`config.mk`:
```
export PLATFORM = sky130hd
export DESIGN_NAME = muldiv_ctrl
export DESIGN_NICKNAME = d
export VERILOG_FILES = /design/src/rtl/muldiv_ctrl.sv
export SDC_FILE = /design/constraint.sdc
export NUM_CORES = 1
export LEC_CHECK = 0
export BUFFER_PORTS_ARGS = -buffer_cell sky130_fd_sc_hd__buf_2
export CORE_MARGIN = 2
export CORE_UTILIZATION = 56
export CTS_BUF_LIST = sky130_fd_sc_hd__clkbuf_16
export DETAILED_ROUTE_END_ITERATION = 16
export GPL_ROUTABILITY_DRIVEN = 0
export PLACE_DENSITY = 0.78
export RECOVER_POWER = 25
export SLEW_MARGIN = 20
export SYNTH_ARGS = -nofsm -noshare
export SYNTH_HDL_FRONTEND = slang
export SYNTH_SLANG_ARGS = --single-unit
```
`constraint.sdc`:
```
create_clock -name clk -period 3.3 [get_ports clk]
set_input_delay 0.33 -clock clk [delete_from_list [all_inputs] [get_ports clk]]
set_output_delay 0.33 -clock clk [all_outputs]
set_load 0.02 [all_outputs]
```
`src/rtl/muldiv_ctrl.sv`:
```
// Multi-cycle multiply/divide sequencer owning the architectural HI/LO registers.
// Optional feature macro: MULDIV_FAST_MUL_EN (single-cycle MULT/MULTU through FIX).
module muldiv_ctrl #(
   parameter int WIDTH = 32
) (
   input  logic             clk,
   input  logic             rst_n,
   input  logic             start,
   input  logic [2:0]       op,
   input  logic [WIDTH-1:0] op1,
   input  logic [WIDTH-1:0] op2,
   input  logic             abort,
   output logic             busy,
   output logic             done,
   output logic [WIDTH-1:0] hi,
   output logic [WIDTH-1:0] lo
);

   // state | meaning
   // IDLE  | waiting for an op; MTHI/MTLO complete here
   // PREP  | magnitudes of operands, accumulator loaded
   // CALC  | one shift-add or restoring-divide step per cycle, WIDTH cycles
   // FIX   | sign correction and HI/LO commit
   typedef enum logic [1:0] {IDLE, PREP, CALC, FIX} state_t;

   localparam int CW = $clog2(WIDTH + 1);

   state_t             state, state_nx;
   logic [2:0]         op_q, op_nx;
   logic [WIDTH-1:0]   a_q, a_nx, b_q, b_nx;
   logic [WIDTH-1:0]   mag_q, mag_nx;
   logic [2*WIDTH-1:0] acc, acc_nx;
   logic [CW-1:0]      cnt, cnt_nx;
   logic [WIDTH-1:0]   hi_nx, lo_nx;
   logic               done_nx;

   logic               is_div, is_sgn, div_zero, neg_res, neg_rem;
   logic [WIDTH-1:0]   a_abs, b_abs;
   logic [WIDTH:0]     mul_sum, rem_sh, diff;
   logic [2*WIDTH:0]   mul_wide;
   logic [2*WIDTH-1:0] mul_step, div_step, prod;
   logic [WIDTH-1:0]   quo_fix, rem_fix;

   assign is_div   = op_q[1];
   assign is_sgn   = ~op_q[0];
   assign div_zero = is_div && (b_q == '0);
   assign neg_res  = is_sgn && (a_q[WIDTH-1] ^ b_q[WIDTH-1]);
   assign neg_rem  = is_sgn && a_q[WIDTH-1];
   assign a_abs    = (is_sgn && a_q[WIDTH-1]) ? -a_q : a_q;
   assign b_abs    = (is_sgn && b_q[WIDTH-1]) ? -b_q : b_q;

   // Shift-add: acc = {partial product, remaining multiplier bits}
   assign mul_sum  = {1'b0, acc[2*WIDTH-1:WIDTH]} + {1'b0, mag_q};
   assign mul_wide = acc[0] ? {mul_sum, acc[WIDTH-1:0]} : {1'b0, acc};
   assign mul_step = mul_wide[2*WIDTH:1];

   // Restoring divide: acc = {remainder, quotient}; rem_sh carries the bit shifted out
   assign rem_sh   = acc[2*WIDTH-1:WIDTH-1];
   assign diff     = rem_sh - {1'b0, mag_q};
   assign div_step = diff[WIDTH] ? {acc[2*WIDTH-2:0], 1'b0}
                                 : {diff[WIDTH-1:0], acc[WIDTH-2:0], 1'b1};

`ifdef MULDIV_FAST_MUL_EN
   assign prod = is_sgn ? ({{WIDTH{a_q[WIDTH-1]}}, a_q} * {{WIDTH{b_q[WIDTH-1]}}, b_q})
                        : ({{WIDTH{1'b0}}, a_q} * {{WIDTH{1'b0}}, b_q});
`else
   assign prod = neg_res ? -acc : acc;
`endif

   assign quo_fix = neg_res ? -acc[WIDTH-1:0] : acc[WIDTH-1:0];
   assign rem_fix = neg_rem ? -acc[2*WIDTH-1:WIDTH] : acc[2*WIDTH-1:WIDTH];

   always_comb begin
      state_nx = state;
      op_nx    = op_q;
      a_nx     = a_q;
      b_nx     = b_q;
      mag_nx   = mag_q;
      acc_nx   = acc;
      cnt_nx   = cnt;
      hi_nx    = hi;
      lo_nx    = lo;
      done_nx  = 1'b0;
      case (state)
         IDLE: begin
            if (start && !abort) begin
               if (op <= 3'd3) begin
                  op_nx = op;
                  a_nx  = op1;
                  b_nx  = op2;
`ifdef MULDIV_FAST_MUL_EN
                  state_nx = op[1] ? PREP : FIX;
`else
                  state_nx = PREP;
`endif
               end else if (op == 3'd4) begin
                  hi_nx   = op1;
                  done_nx = 1'b1;
               end else if (op == 3'd5) begin
                  lo_nx   = op1;
                  done_nx = 1'b1;
               end
            end
         end
         PREP: begin
            mag_nx   = is_div ? b_abs : a_abs;
            acc_nx   = {{WIDTH{1'b0}}, (is_div ? a_abs : b_abs)};
            cnt_nx   = '0;
            state_nx = CALC;
         end
         CALC: begin
            // Divide-by-zero leaves the working registers alone but keeps the normal latency
            if (!div_zero)
               acc_nx = is_div ? div_step : mul_step;
            cnt_nx = cnt + 1'b1;
            if (cnt == CW'(WIDTH - 1))
               state_nx = FIX;
         end
         FIX: begin
            if (!is_div) begin
               hi_nx = prod[2*WIDTH-1:WIDTH];
               lo_nx = prod[WIDTH-1:0];
            end else if (div_zero) begin
               hi_nx = a_q;
               lo_nx = '1;
            end else begin
               hi_nx = rem_fix;
               lo_nx = quo_fix;
            end
            done_nx  = 1'b1;
            state_nx = IDLE;
         end
         default: state_nx = IDLE;
      endcase
      if (abort && state != IDLE) begin
         state_nx = IDLE;
         hi_nx    = hi;
         lo_nx    = lo;
         done_nx  = 1'b0;
      end
   end

   always_ff @(posedge clk or negedge rst_n) begin
      if (!rst_n) begin
         state <= IDLE;
         op_q  <= '0;
         a_q   <= '0;
         b_q   <= '0;
         mag_q <= '0;
         acc   <= '0;
         cnt   <= '0;
         hi    <= '0;
         lo    <= '0;
         done  <= 1'b0;
      end else begin
         state <= state_nx;
         op_q  <= op_nx;
         a_q   <= a_nx;
         b_q   <= b_nx;
         mag_q <= mag_nx;
         acc   <= acc_nx;
         cnt   <= cnt_nx;
         hi    <= hi_nx;
         lo    <= lo_nx;
         done  <= done_nx;
      end
   end

   assign busy = (state != IDLE);

endmodule

```
# Yosys cells after proc, flatten, opt, wreduce, memory -nomap -nowiden
# Cells that the tools add are included.
# word_totals
out_inout_bits,66
word_cells,91
regBits,235
inputBits,71
# classes
reduce_logical,17
n_mux,37
magnitude_cmp,1
bitwise,3
n_eq_ne,15
add_sub_neg,8
# ops
cell,n
$mux W32,17
$mux W64,4
$neg A32 Y32,4
$pmux W32 S2,2
$pmux W64 S2,1
$mux W65,1
$neg A64 Y64,1
$add A32 B32 Y33,1
$sub A33 B32 Y33,1
$logic_not A32 Y1,1
$ne A2 B2 Y1 const B,6
$pmux W6 S2,1
$ne A3 B3 Y1 const B,3
$mux W2,4
$pmux W2 S4,1
$add A6 B1 Y6 const B,1
$eq A3 B3 Y1 const B,2
$eq A6 B5 Y1 const B,1
$logic_and A1 B1 Y1,6
$reduce_and A3 Y1,2
$reduce_and A6 Y1,1
$reduce_bool A2 Y1,3
$mux W1,5
$reduce_and A5 Y1,1
9 further kinds,11

# Longest topological paths before layout
# depth
depth_word,7
ltp_mapped,14

# Worst setup path after synthesis
# OpenSTA, ideal clock, no wires.
# synth_timing
kind,flip-flop to flip-flop
startpoint,reg acc[31]
endpoint,reg acc[36]
required_time_ns,3.178
stages_incl_launch_ff,14
arrival_ns,3.431
n_path_buf,1
synth_period_minus_slack_ns,3.552
setup_ns,0.122
path_slack_ns,-0.252
path_cell_list,dfrtp_1 -> inv_1 -> ha_1 -> fa_1 -> nand2b_1 -> a21o_1 -> a2111oi_0 -> nor3_1 -> o21bai_1 -> a21oi_2 -> xor2_1 -> clkbuf_1 -> o211ai_1 -> a32o_1
# synth_between
elab_chain_len,5
# synth_lines
element,line_no,rtl
from (decl),32,"logic [2*WIDTH-1:0] acc, acc_nx;"
from (signal assigned),161,acc <= acc_nx;
$sub A33 B32 Y33,59,"assign diff = rem_sh - {1'b0, mag_q};"
$mux W64,60,"assign div_step = diff[WIDTH] ? {acc[2*WIDTH-2:0], 1'b0}"
$mux W64,114,acc_nx = is_div ? div_step : mul_step;
$mux W64,113,if (!div_zero)
$pmux W64 S2,84,case (state)
# Every way passes these cells. The select of a mux whose other input is x is not followed.
# A chain may end at the register's enable or synchronous reset.

# Worst setup path in the final report
# layout_timing
startpoint,reg acc[46]
endpoint,reg acc[0]
# The elaborated chain is that of the path after synthesis.

==> results.py <==
metrics = {
    "grt": {
        "antenna_found_initial": 1,
        "grt.total_usage_pct": 39.1,
        "grt_pass1_vias": 18300,
        "grt_max_degree": 126,
        "grt_pass1_wl_um": 104000,
        "globalRoute.totalOverflow": 0,
    },
    "critical_path": {
        "r2r-end": "acc[0]",
        "worst_r2r_path_depth": 12,
        "slowest_stage": "mux4_2",
        "cp-end-kind": "flop",
        "critPathMaxStageDelay_ns": 0.46,
        "cp.buffers_inverters": 2,
        "crit_family": "compound AO/OA/AOI/OAI gates",
        "cp.required_ns": 3.80,
        "crit_fanout": 10,
        "cp.arrival_ns": 3.84,
        "reg2reg_setup_slack_ns": -0.04,
        "path_class": "reg -> reg",
        "r2r_start": "acc[46]",
        "cp_cell_sequence": "buf_4 -> ha_1 -> a21oi_1 -> a21boi_1 -> nor4_1 -> nand2_1 -> o21bai_1 -> a21oi_2 -> xor2_4 -> buf_6 -> mux4_2 -> a21oi_2",
        "start_kind": "flop",
        "worst_path_most_repeated_cell": "a21oi_2",
    },
    "timing": {
        "relSlewSlack_pct": -63.1,
        "fin_crit_ns": 3.34,
        "rsz0062_at_grt": "yes",
        "fin_crit_sh_pct": 101,
        "fin_skew_ns": 0.0141,
        "timing.final.ws_setup_ns": -0.0450,
        "final_hold_viol_count": 0,
        "fmax_mhz": 299,
        "slew_viol_final": 91,
        "setup_tns_ns": -0.125,
        "setup_viol": 5,
        "worst_pin_slew_ns": 2.45,
    },
    "detailed_routing": {
        "via_per_inst": 6.69,
        "drc_errors": 0,
        "drt-total-wl_um": 69500,
        "vias": 19500,
        "drt-initial-drc-count": 2803,
        "dr.pass1.iters": 7,
        "ant_nets": 0,
        "wl_per_cell_um": 23.8,
    },
    "layout": {
        "area_delta_synth_final_pct": 19.7,
        "fill_cells": 2538,
        "final_nets": 2601,
        "layout_commonest_cell": "nor2_1",
        "mostFrequentLayoutCells": "nor2_1 (232), dfrtp_1 (231), nand2_1 (203)",
        "drive_gt1_share_pct": 22.6,
        "final_cell_area_sq_mm": 0.0223,
    },
    "logic_synthesis": {
        "syn-instance-count": 2232,
        "synth_area_leaders": "dfrtp_1 (32%), xnor2_1 (5.3%), ha_1 (4.9%), nor2_1 (4.8%), o21ai_0 (4.5%)",
        "synth_edf_count": 0,
        "synth_top_area_cell": "dfrtp_1",
        "syn_area_per_cell_sq_um": 8.33,
        "seq_area_frac_synth_pct": 31.6,
        "syn_area_sq_mm": 0.0186,
        "yosysUniqueCellTypes": 83,
        "synth_nets": 2378,
        "synthArstFlopShare_pct": 100,
        "yosysWarnings": 0,
        "netlist.area_leader.share_pct": 31.6,
        "ys.flop_type": "dfrtp_1",
        "ys_ff_latch": 235,
    },
    "hold_path": {
        "min_path_cells": 2,
        "hp-class": "in -> reg",
        "min_to": "b_q[17]",
        "min_from": "op2[17]",
    },
    "clocking": {
        "cts_tree": "done",
        "cts_buffers": 27,
        "clk_transition_reported_paths_ns": 0.07,
        "cts.htree.levels": 1,
        "cts.sinks": 235,
        "root_buffer": "clkbuf_16",
        "clock_latency_ns": 0.57,
        "clock_path_buffers": 3,
    },
    "placed_design": {
        "pre_cts_ws_ns": -0.0835,
        "dpl.hpwl_um": 50500,
        "numPortBuffers": 136,
        "place_area_sq_mm": 0.0207,
    },
    "floorplanning": {
        "start_util_pct": 57.0,
        "coreArea_sq_mm": 0.0326,
        "num_rows": 66,
        "die_h_um": 186,
        "fp.dieW_um": 186,
        "ioPinCount": 137,
        "dieArea_sq_mm": 0.0347,
    },
    "run": {
        "maxCapViolations": 1,
    },
    "outcome": {
        "violations": "capacitance limit, slew limit, setup timing",
        "status": "finished with violations",
    },
}
[layout make-up]
type,count,area [sq um],share of cell area [%]
multi-input cells,1768,12200,54.7
flip-flops and latches,235,5890,26.5
repair buffers,353,2530,11.4
clock buffers,27,676,3.04
well taps,442,553,2.48
inverters,70,263,1.18
clock inverters,23,159,0.714
diodes,1,2.50,0.0112
[stage by stage]
| stage | hold WS [ns] | cells | utilization, % |
|---|---|---|---|
| after detailed placement | 0.409 | 2827 | 63.3 |
| after global placement | 0.414 | 2827 | 63.3 |
| final | 0.00441 | 2919 | 68.2 |
| after floorplan | 0.0344 | 2232 | - |
| after global routing | 0.00550 | 2919 | 68.2 |
| after CTS | 0.00111 | 2901 | 66.8 |
[kinds of logic (layout without fill, tap and decap cells)]
logic type,after synthesis,in the layout,synth area share [%]
buffers and inverters,229,473,4.88
and+or+nand+nor,686,686,17.2
DFF,235,235,31.6
xor gates and xnor gates,200,200,9.42
AOI/OAI and AO/OA,678,678,22.9
other,0,1,0
adders and majority gates,75,75,5.13
muxes,129,129,8.88
[per-layer routing]
metal / global-route usage, % / vias to the layer above / wire length [um]
met4: 29.3 / 0 / 6430
met3: 12.3 / 400 / 9660
met2: 55.6 / 1454 / 28200
met5: 0.714 / - / 0
li1: - / 8486 / -
met1: 49.7 / 9180 / 25300
[synth_stat cells (all sizes together) (19+ instances only)]
| library cell | n |
|---|---|
| nor3 | 51 |
| a211oi | 21 |
| nand3 | 31 |
| o21ai | 211 |
| mux2i | 40 |
| mux2 | 67 |
| and3 | 21 |
| a21o | 40 |
| nand2 | 217 |
| ha | 73 |
| clkbuf | 128 |
| inv | 69 |
| nand2b | 19 |
| nor2 | 242 |
| a31oi | 25 |
| dfrtp | 235 |
| o31ai | 29 |
| o211ai | 44 |
| buf | 31 |
| xor2 | 88 |
| o22ai | 43 |
| a21oi | 152 |
| xnor2 | 112 |
| mux4 | 22 |
[repair_timing]
item	in CTS	in global routing
pin swaps	8	43
setup buffers	2	14
hold buffers	22	0
setup endpoints to repair	22	69
gates cloned	0	3
gates resized for setup	11	86
endpoints found under the hold margin	109	0
[flip-flops by register name (all words and copies together) (netlist names)]
register,cells
a_q,32
acc,64
b_q,32
cnt,6
done,1
hi,32
lo,32
mag_q,32
op_q,2
state,2
[worst max-delay path by stage]
stage             start      end  slack, ns  cells after the start
2_1_floorplan   acc[31]  acc[60]       0.04                     14
3_3_place_gp    acc[32]  acc[59]      0.002                     15
3_5_place_dp   mag_q[0]  acc[41]      -0.08                     13
4_1_cts         acc[31]  acc[41]     0.0002                     14
5_1_grt         acc[46]   acc[0]      -0.17                     12
6_report        acc[46]   acc[0]      -0.04                     12
Power is left out: the tool's default activity adds up to more than one toggle a clock period on the data nets, which glitch-free logic cannot reach.
